[src/rtl/bp_pkg.sv]
`default_nettype none
// ============================================================================
// Module      : bp_pkg
// Description : Shared types and helpers for the branch predictor unit
//               (BHT counter encoding, reset state, table slice widths).
// Revision    : 1.0 - initial release
// ============================================================================
package bp_pkg;

  // 2-bit saturating direction counter encoding
  typedef enum logic [1:0] {
    SNT = 2'b00,
    WNT = 2'b01,
    WT  = 2'b10,
    ST  = 2'b11
  } bht_state_t;

  localparam bht_state_t BHT_RESET = WNT;

  // Default geometry; tables are indexed by pc[INDEX_BITS+1:2]
  localparam int DEF_INDEX_BITS = 6;
  localparam int DEF_XLEN       = 32;

  // Number of PC bits above the index, used as the BTB tag
  function automatic int tag_width(input int xlen, input int index_bits);
    return xlen - index_bits - 2;
  endfunction

  // Number of table entries for a given index width
  function automatic int table_entries(input int index_bits);
    return 1 << index_bits;
  endfunction

endpackage : bp_pkg
`default_nettype wire

[src/rtl/bp_sat_counter.sv]
`default_nettype none
// ============================================================================
// Module      : bp_sat_counter
// Description : One BHT entry - 2-bit saturating up/down direction counter
//               with synchronous reset to weakly-not-taken.
// Revision    : 1.0 - initial release
// ============================================================================
module bp_sat_counter
  import bp_pkg::*;
(
  input  logic       clk,
  input  logic       rst,
  input  logic       inc,
  input  logic       dec,
  output bht_state_t state
);

  bht_state_t r_state;
  bht_state_t w_next;

  // Next-state: step toward ST on inc, toward SNT on dec, hold at the ends
  always_comb begin
    w_next = r_state;
    case (r_state)
      SNT:     if (inc) w_next = WNT;
      WNT:     if (inc) w_next = WT;  else if (dec) w_next = SNT;
      WT:      if (inc) w_next = ST;  else if (dec) w_next = WNT;
      ST:      if (dec) w_next = WT;
      default: w_next = BHT_RESET;
    endcase
  end

  // State register; reset wins over any same-cycle training
  always_ff @(posedge clk) begin
    if (rst) r_state <= BHT_RESET;
    else     r_state <= w_next;
  end

  assign state = r_state;

endmodule : bp_sat_counter
`default_nettype wire

[src/rtl/branch_predict_unit.sv]
`default_nettype none
// ============================================================================
// Module      : branch_predict_unit
// Description : IF-stage BHT/BTB lookup, EX-stage training, mispredict
//               flush/redirect and branch/mispredict performance counters.
// Revision    : 1.0 - initial release
// ============================================================================
module branch_predict_unit
  import bp_pkg::*;
#(
  parameter int INDEX_BITS = DEF_INDEX_BITS,
  parameter int XLEN       = DEF_XLEN,
  parameter int CNT_W      = 32
) (
  input  logic             clk,
  input  logic             rst,
  input  logic [XLEN-1:0]  if_pc,
  output logic             predict_taken,
  output logic [XLEN-1:0]  predict_target,
  input  logic             ex_valid,
  input  logic             ex_branch,
  input  logic [XLEN-1:0]  ex_pc,
  input  logic             ex_taken,
  input  logic [XLEN-1:0]  ex_target,
  input  logic             ex_pred_taken,
  input  logic [XLEN-1:0]  ex_pred_target,
  output logic             flush,
  output logic [XLEN-1:0]  redirect_pc,
  output logic [CNT_W-1:0] branch_count,
  output logic [CNT_W-1:0] mispredict_count
);

  localparam int ENTRIES = table_entries(INDEX_BITS);
  localparam int TAG_W   = tag_width(XLEN, INDEX_BITS);

  // Table storage
  bht_state_t       w_bht        [ENTRIES];
  logic             r_btb_valid  [ENTRIES];
  logic [TAG_W-1:0] r_btb_tag    [ENTRIES];
  logic [XLEN-1:0]  r_btb_target [ENTRIES];

  logic [INDEX_BITS-1:0] w_if_idx;
  logic [TAG_W-1:0]      w_if_tag;
  logic [INDEX_BITS-1:0] w_ex_idx;
  logic [TAG_W-1:0]      w_ex_tag;
  logic [1:0]            w_if_ctr;
  logic                  w_res;
  logic                  w_mispredict;
  logic                  w_unused_if_pc;

  logic [CNT_W-1:0] r_branch_count;
  logic [CNT_W-1:0] r_mispredict_count;

  assign w_if_idx       = if_pc[INDEX_BITS+1:2];
  assign w_if_tag       = if_pc[XLEN-1:INDEX_BITS+2];
  assign w_ex_idx       = ex_pc[INDEX_BITS+1:2];
  assign w_ex_tag       = ex_pc[XLEN-1:INDEX_BITS+2];
  assign w_unused_if_pc = |if_pc[1:0];

  // Lookup reads registered state only, so a same-cycle update is not seen
  assign w_if_ctr       = w_bht[w_if_idx];
  assign predict_taken  = w_if_ctr[1] & r_btb_valid[w_if_idx] &
                          (r_btb_tag[w_if_idx] == w_if_tag);
  assign predict_target = r_btb_target[w_if_idx];

  // Resolve qualification and mispredict detection (direction or target)
  assign w_res        = ex_valid & ex_branch;
  assign w_mispredict = w_res & ((ex_taken != ex_pred_taken) |
                        (ex_taken & ex_pred_taken & (ex_target != ex_pred_target)));
  assign flush        = w_mispredict & ~rst;
  assign redirect_pc  = !w_res   ? '0 :
                        ex_taken ? ex_target : ex_pc + XLEN'(4);

  // One saturating counter per BHT entry, trained only at the resolving index
  for (genvar gi = 0; gi < ENTRIES; gi++) begin : g_bht
    logic w_hit;
    assign w_hit = w_res & (w_ex_idx == INDEX_BITS'(gi));
    bp_sat_counter u_ctr (
      .clk   (clk),
      .rst   (rst),
      .inc   (w_hit & ex_taken),
      .dec   (w_hit & ~ex_taken),
      .state (w_bht[gi])
    );
  end

  // BTB valid bits: cleared only by reset, set when a taken branch resolves
  always_ff @(posedge clk) begin
    if (rst) begin
      for (int i = 0; i < ENTRIES; i++) r_btb_valid[i] <= 1'b0;
    end else if (w_res && ex_taken) begin
      r_btb_valid[w_ex_idx] <= 1'b1;
    end
  end

  // BTB tag/target payload; meaningless until the matching valid bit is set
  always_ff @(posedge clk) begin
    if (!rst && w_res && ex_taken) begin
      r_btb_tag[w_ex_idx]    <= w_ex_tag;
      r_btb_target[w_ex_idx] <= ex_target;
    end
  end

  // Performance counters saturate at all-ones instead of wrapping
  always_ff @(posedge clk) begin
    if (rst) begin
      r_branch_count     <= '0;
      r_mispredict_count <= '0;
    end else begin
      if (w_res && (r_branch_count != '1))
        r_branch_count <= r_branch_count + CNT_W'(1);
      if (w_mispredict && (r_mispredict_count != '1))
        r_mispredict_count <= r_mispredict_count + CNT_W'(1);
    end
  end

  assign branch_count     = r_branch_count;
  assign mispredict_count = r_mispredict_count;

endmodule : branch_predict_unit
`default_nettype wire

[config.mk]
export PLATFORM = sky130hd
export DESIGN_NAME = branch_predict_unit
export DESIGN_NICKNAME = d
export VERILOG_FILES = /design/src/rtl/bp_pkg.sv /design/src/rtl/bp_sat_counter.sv /design/src/rtl/branch_predict_unit.sv
export SDC_FILE = /design/constraint.sdc
export NUM_CORES = 2
export LEC_CHECK = 0
export BUFFER_PORTS_ARGS = -buffer_cell sky130_fd_sc_hd__buf_2
export CORE_MARGIN = 4
export CORE_UTILIZATION = 33
export CTS_CLUSTER_SIZE = 28
export DETAILED_ROUTE_END_ITERATION = 10
export PLACE_DENSITY_LB_ADDON = 0.15
export SLEW_MARGIN = 20
export SYNTH_ARGS = -nofsm -noshare
export SYNTH_HDL_FRONTEND = slang
export SYNTH_SLANG_ARGS = --single-unit
[constraint.sdc]
create_clock -name clk -period 6.3 [get_ports clk]
set_input_delay 0 -clock clk [delete_from_list [all_inputs] [get_ports clk]]
set_output_delay 0 -clock clk [all_outputs]
set_load 0.02 [all_outputs]
# Word level (Yosys, flattened, before mapping)
# Memory sizes are Yosys's and may differ from the RTL's.
# Index checks and enable logic that the tools add are counted.
# word_totals
inputBits	134
memories	3
regBits	192
ram_bits	3648
# memory_table
name	words	width	rd	rd_ports_with_merged_regs	write_ports	line_no	source
r_btb_target	64	32	1	0	1	branch_predict_unit.sv:40	logic [XLEN-1:0] r_btb_target [ENTRIES];
r_btb_tag	64	24	1	0	1	branch_predict_unit.sv:39	logic [TAG_W-1:0] r_btb_tag [ENTRIES];
r_btb_valid	64	1	1	0	64	branch_predict_unit.sv:38	logic r_btb_valid [ENTRIES];
# op_classes
eq_ne	516
n_reduce_logical	136
n_lt_le_gt_ge	1
bitwise	203
n_addsub	3
muxes	463
# ops
operator	count
2-bit two-way mux	386
2-bit one-hot mux with 4 select lines	64
3-bit by 1-bit inequality test with 1-bit output, second input constant	128
2-bit == test, second input constant	128
2-bit by 1-bit inequality test with 1-bit output, second input constant	128
4-bit AND reduction	64
1-bit AND	199
6-bit == test, second input constant	32
2-bit by 1-bit == test with 1-bit output, second input constant	64
2-bit logical NOT	64
6-bit by 5-bit == test with 1-bit output, second input constant	16
32-bit by 1-bit adder with 32-bit output, second input constant	2
32-bit two-way mux	2
32-bit inequality test, second input constant	2
6-bit by 4-bit == test with 1-bit output, second input constant	8
32-bit by 3-bit adder with 32-bit output, second input constant	1
32-bit inequality test	1
24-bit == test	1
6-bit by 3-bit == test with 1-bit output, second input constant	4
2-bit binary-select mux with 6-bit select	1
6-bit by 2-bit == test with 1-bit output, second input constant	2
1-bit two-way mux	9
7-bit greater-or-equal comparator, second input constant	1
6-bit inverter with 7-bit output	1
9 further kinds	14

# Logic depth before layout (Yosys ltp)
# depth
word_depth	7
depth_mapped	15
depth_no_buf	10

# Modules after synthesis
# Synthesis repeated with hierarchy kept, for this count alone.
# unflattened
cells_unflattened	7198
hier_area_um2	150012.6
# by_module_without_submodules
mod	n_inst	cells_each	area_per_inst_um2	seq_area_each_um2
branch_predict_unit	1	6622	144247.1	110185.7
bp_sat_counter	64	9	90.1	40.0

# Least setup slack after synthesis
# Ideal clock, no wire load.
# synth_path
path_kind	input -> register
startpoint	input ex_valid
endpoint	memory r_btb_tag[14][0] in the netlist's numbering (enable)
required_time_ns	5.830
arrival_time_ns	3.623
stages	7
path_buffers	2
slack_ns	2.207
cell_sequence	and2_1 -> clkbuf_1 -> nand2_1 -> nor3_1 -> nand3_1 -> clkbuf_1 -> nor2_1
# synth_between
elab_chain_len	5
# synth_lines
item	line_no	source
start: declaration	branch_predict_unit.sv:20	input logic ex_valid,
1-bit AND	branch_predict_unit.sv:67	assign w_res = ex_valid & ex_branch;
1-bit logical AND (2 in series)	branch_predict_unit.sv:98	if (!rst && w_res && ex_taken) begin
1-bit two-way mux	branch_predict_unit.sv:98	
1-bit two-way mux (not written as such)	branch_predict_unit.sv:99	r_btb_tag[w_ex_idx] <= w_ex_tag;
end: declaration	branch_predict_unit.sv:39	
# Every way passes these cells.

# Worst setup path in the final report
# layout_path
startpoint	memory r_btb_tag[47][21] in the netlist's numbering
endpoint	output predict_taken
# layout_between
elab_chain_len	3
# layout_lines
item	line_no	source
memory read 64 x 24 bit	--	
24-bit == test	branch_predict_unit.sv:63	(r_btb_tag[w_if_idx] == w_if_tag);
1-bit AND	branch_predict_unit.sv:62	assign predict_taken = w_if_ctr[1] & r_btb_valid[w_if_idx] &
end: declaration	branch_predict_unit.sv:18	output logic predict_taken,
# Every way passes these cells.

==> metrics.md <==
| Metric | Value |
|---|---|
| Slew margin rel. | `15.88%` |
| HPWL after detailed placement | `288.7 mm` |
| Syn Nets | `7560` |
| Pin count of the biggest net entering global routing | `135` |
| Status | `finished clean` |
| DRT iter0 DRCs | `8451` |
| CTS sink count | `3840` |
| Worst reg2reg startpoint | `mispredict_count[2]` |
| # fillers | `40780` |
| Layout cells sized above 1 | `26.87%` |
| Clock Power Share | `44.5%` |
| Main flop type after synthesis | `edfxtp_1` |
| Core Box Area | `0.4534 mm²` |
| Post-synth EDFFs | `3584` |
| Syn-to-layout area delta | `16.72%` |
| Total CTS buffers | `431` |
| Hold Crit Depth | `2` |
| Worst EP required | `6300 ps` |
| Pwr dens | `317.2 mW/mm²` |
| Via count | `80520` |
| DRC errors left | `0` |
| Async S/R FF share, synth | `0%` |
| Port buffer count | `261` |
| Initial Utilization | `33.18%` |
| Post-Place Worst Slack | `1513 ps` |
| Total power | `55.69 mW` |
| Post-Syn Instances | `7419` |
| Non-Filler Instances | `14470` |
| Later-pin clock latency in the skew report | `990 ps` |
| DR vias/cell | `5.566` |
| DIE HEIGHT | `683.2 µm` |
| DR pass1 iterations | `6` |
| Top Usage Layer GRT | `met2` |
| Worst slew pin tran | `1262 ps` |
| WP data arrival | `4790 ps` |
| Synth Warn # | `0` |
| Sequential area share after synthesis | `74.95%` |
| Met1 GRT Util | `29.47%` |
| Met3 Use GR | `2.716%` |
| First-pass GRT wire length | `695.6 mm` |
| Clk_skew | `25.66 ps` |
| DIE AREA | `0.4667 mm²` |
| GP Congestion | `0.7929` |
| Detailed Route WL | `515.6 mm` |
| TritonCTS clock tree | `done` |
| Slew Limit Fails | `0` |
| Cell variety after synth | `73` |
| Layout Utilization | `38.73%` |
| Post-Synthesis Cell Area | `0.1504 mm²` |
| Crit path kind | `reg2out` |
| Synthesis-stage register bit count | `3840` |
| Max-cap viol count | `0` |
| Total gr overflow | `0` |
| # setup viols final | `0` |
| Met2 Resource Use GR | `35.71%` |
| Clk buf depth | `4` |
| Setup TNS | `0 ps` |
| Share of total power in sequential cells | `50.2%` |
| Vias in the first global route | `80630` |
| Comb power frac | `5.2%` |
| Avg WL per Cell | `35.64 µm` |
| Clock transition at path regs | `60 ps` |
| Fmax | `208.6 MHz` |
| Hold Startpoint | `ex_pc[17]` |
| Critical path endpoint category | `output pin` |
| Worst r2r path cells | `9` |
| Avg Cell Area, Syn | `20.28 µm²` |
| Sw Share | `22.27%` |
| Die width | `683.2 µm` |
| H-tree depth | `5` |
| Total GRT Usage | `21.51%` |
| Cell Rows | `247` |
| CP Cell Sequence | `mux4_2 -> a22oi_1 -> a21oi_1 -> nor4_2 -> xnor2_1 -> nor4_1 -> nand4_1 -> nor4_2 -> buf_2` |
| PnR worst setup slack | `1506 ps` |
| Critical path's slowest cell | `nor4_1` |
| Final Hold Fails | `0` |
| Clk root buf | `clkbuf_16` |
| CP startpoint kind | `flip-flop` |
| Worst min path class | `in2reg` |
| P_leak | `55.17 nW` |
| Total placed cells including tap cells | `13550` |
| Most frequent CP cell | `nor4_2` |
| Sw power | `12.40 mW` |
| Crit path time final | `4794 ps` |
| CP Max Fanout | `1` |
| Initial antenna violation count | `31` |
| ANT nets after route | `0` |
| Worst vdd ir | `0.2491 mV` |
| RSZ-0062 raised after global routing | `false` |
| Crit path from | `r_btb_tag[47][21]` |
| Final nets | `8225` |
| Period Utilization, post-route | `76.10%` |
| Io pins | `264` |
| Internal power | `43.29 mW` |
| Worst path max stage delay | `560 ps` |
| Post-CTS setup repair buffer count | `0` |
-- power by group through the flow --
| stage | Clock (mW) | Combinational [mW] | Sequential, mW |
|---|---|---|---|
| final | 24.8 | 2.91 | 28.0 |
| after global routing | 26.4 | 3.08 | 28.0 |
| after CTS | 25.3 | 2.96 | 28.0 |
| after detailed placement | 0 | 2.91 | 28.5 |
| after floorplan | 0 | 1.57 | 28.5 |
| after global placement | 0 | 2.87 | 28.5 |
-- sequential cells by signal (all words and copies together) (netlist names) --
name and cells:
branch_count 32, g_bht.u_ctr.state 128, mispredict_count 32, r_btb_tag 1536, r_btb_target 2048, r_btb_valid 64
-- worst paths after layout --
check	end	slack, ps
max reg2reg	mispredict_count[20]	2600
min	r_btb_tag[1][9]	60
max	predict_taken	1510
min reg2reg	r_btb_valid[28]	460
-- cell usage in the layout (no fill, tap or decap), types with 14 or more instances in the layout --
master | netlist | routed
a21o_1 | 67 | 67
a21oi_1 | 215 | 214
a22oi_1 | 84 | 84
a31oi_1 | 21 | 21
and3_1 | 26 | 26
buf_12 | 5 | 61
buf_2 | 111 | 250
buf_4 | 29 | 258
bufinv_16 | 0 | 37
clkbuf_1 | 189 | 98
clkbuf_16 | 0 | 437
clkinv_1 | 1 | 113
clkinv_2 | 0 | 73
dfxtp_1 | 256 | 256
diode_2 | 0 | 39
dlygate4sd3_1 | 0 | 75
edfxtp_1 | 3584 | 3584
inv_1 | 77 | 76
mux2_2 | 14 | 14
mux2i_1 | 156 | 156
mux4_2 | 991 | 991
nand2_1 | 249 | 246
nand2b_1 | 73 | 73
nand3_1 | 102 | 100
nand3b_1 | 67 | 67
nand4_1 | 47 | 47
nor2_1 | 342 | 275
nor2_4 | 0 | 65
nor2b_1 | 16 | 14
nor3_1 | 38 | 37
o211ai_1 | 14 | 14
o21ai_0 | 48 | 47
o221ai_1 | 84 | 84
o22ai_1 | 93 | 93
o31ai_1 | 69 | 69
or3_1 | 20 | 19
xnor2_1 | 70 | 70
xor2_1 | 56 | 56
-- logic make-up after synthesis --
| family | after synthesis | synth area share, % |
|---|---|---|
| AO/OA/AOI/OAI | 769 | 3.440 |
| multiplexers | 1161 | 15.98 |
| flip-flops | 3840 | 74.95 |
| AND/OR/NAND/NOR | 1016 | 3.218 |
| XOR/XNOR | 126 | 0.7336 |
| buffers and inverters | 500 | 1.624 |
| adder cells (fa/ha/maj) | 7 | 0.05822 |
-- synth_stat cells (20+ instances only) --
cell type / number / share of area [%]
edfxtp_1: 3584 / 72
and3_1: 26 / 0.11
buf_2: 111 / 0.37
nand2b_1: 73 / 0.30
nand2_1: 249 / 0.62
nor3_1: 38 / 0.13
a21oi_1: 215 / 0.72
o22ai_1: 93 / 0.39
nor2_1: 342 / 0.85
a31oi_1: 21 / 0.087
buf_6: 21 / 0.16
a21o_1: 67 / 0.33
o31ai_1: 69 / 0.34
xor2_1: 56 / 0.33
nand3_1: 102 / 0.34
buf_1: 57 / 0.14
mux4_2: 991 / 15
dfxtp_1: 256 / 3.4
or3_1: 20 / 0.083
nand4_1: 47 / 0.20
o221ai_1: 84 / 0.49
mux2i_1: 156 / 1.0
nand3b_1: 67 / 0.33
buf_4: 29 / 0.14
xnor2_1: 70 / 0.41
inv_1: 77 / 0.19
a22oi_1: 84 / 0.42
clkbuf_1: 189 / 0.47
o21ai_0: 48 / 0.16
-- metrics by stage --
stage | instance area [µm²] | hold WS (ps)
2_1_floorplan | 150400 | 98.87
3_3_place_gp | 160800 | 341.9
4_1_cts | 175500 | 1.763
6_report | 175600 | 64.64
5_1_grt | 175600 | 20.38
3_5_place_dp | 160800 | 331.5
-- worst max-delay path: cells and delay by family, from the launching register on --
| kind | cells | cell delay (ps) |
|---|---|---|
| simple gates | 4 | 1840 |
| mux | 1 | 480 |
| compound gates | 2 | 460 |
| flops | 1 | 370 |
| xor+xnor | 1 | 370 |
| buf+inv | 1 | 270 |
-- per-layer routing --
layer / up-vias / wire length [µm]
met5: - / 0
met4: 0 / 17930
met1: 44750 / 217600
met3: 694 / 28540
li1: 32250 / -
met2: 2829 / 251500
-- what timing repair did --
item / 4_1_cts / 5_1_grt
endpoints found under the hold margin: 3551 / 0
hold buffers: 76 / 0
gates resized for setup: 0 / 0
endpoints found under the setup margin: 0 / 0
-- final cells by class --
class | count | area (µm²) | area share [%]
Clock inverter | 261 | 2506 | 1.427
Antenna cell | 39 | 97.59 | 0.05558
Clock buffer | 539 | 11360 | 6.469
Timing Repair Buffer | 651 | 5283 | 3.009
Inverter | 81 | 319.1 | 0.1817
Sequential cell | 3840 | 112700 | 64.21
Multi-Input combinational cell | 3079 | 35800 | 20.39
Tap cell | 5976 | 7477 | 4.258
No activity file was read; power rests on OpenSTA's default activity.
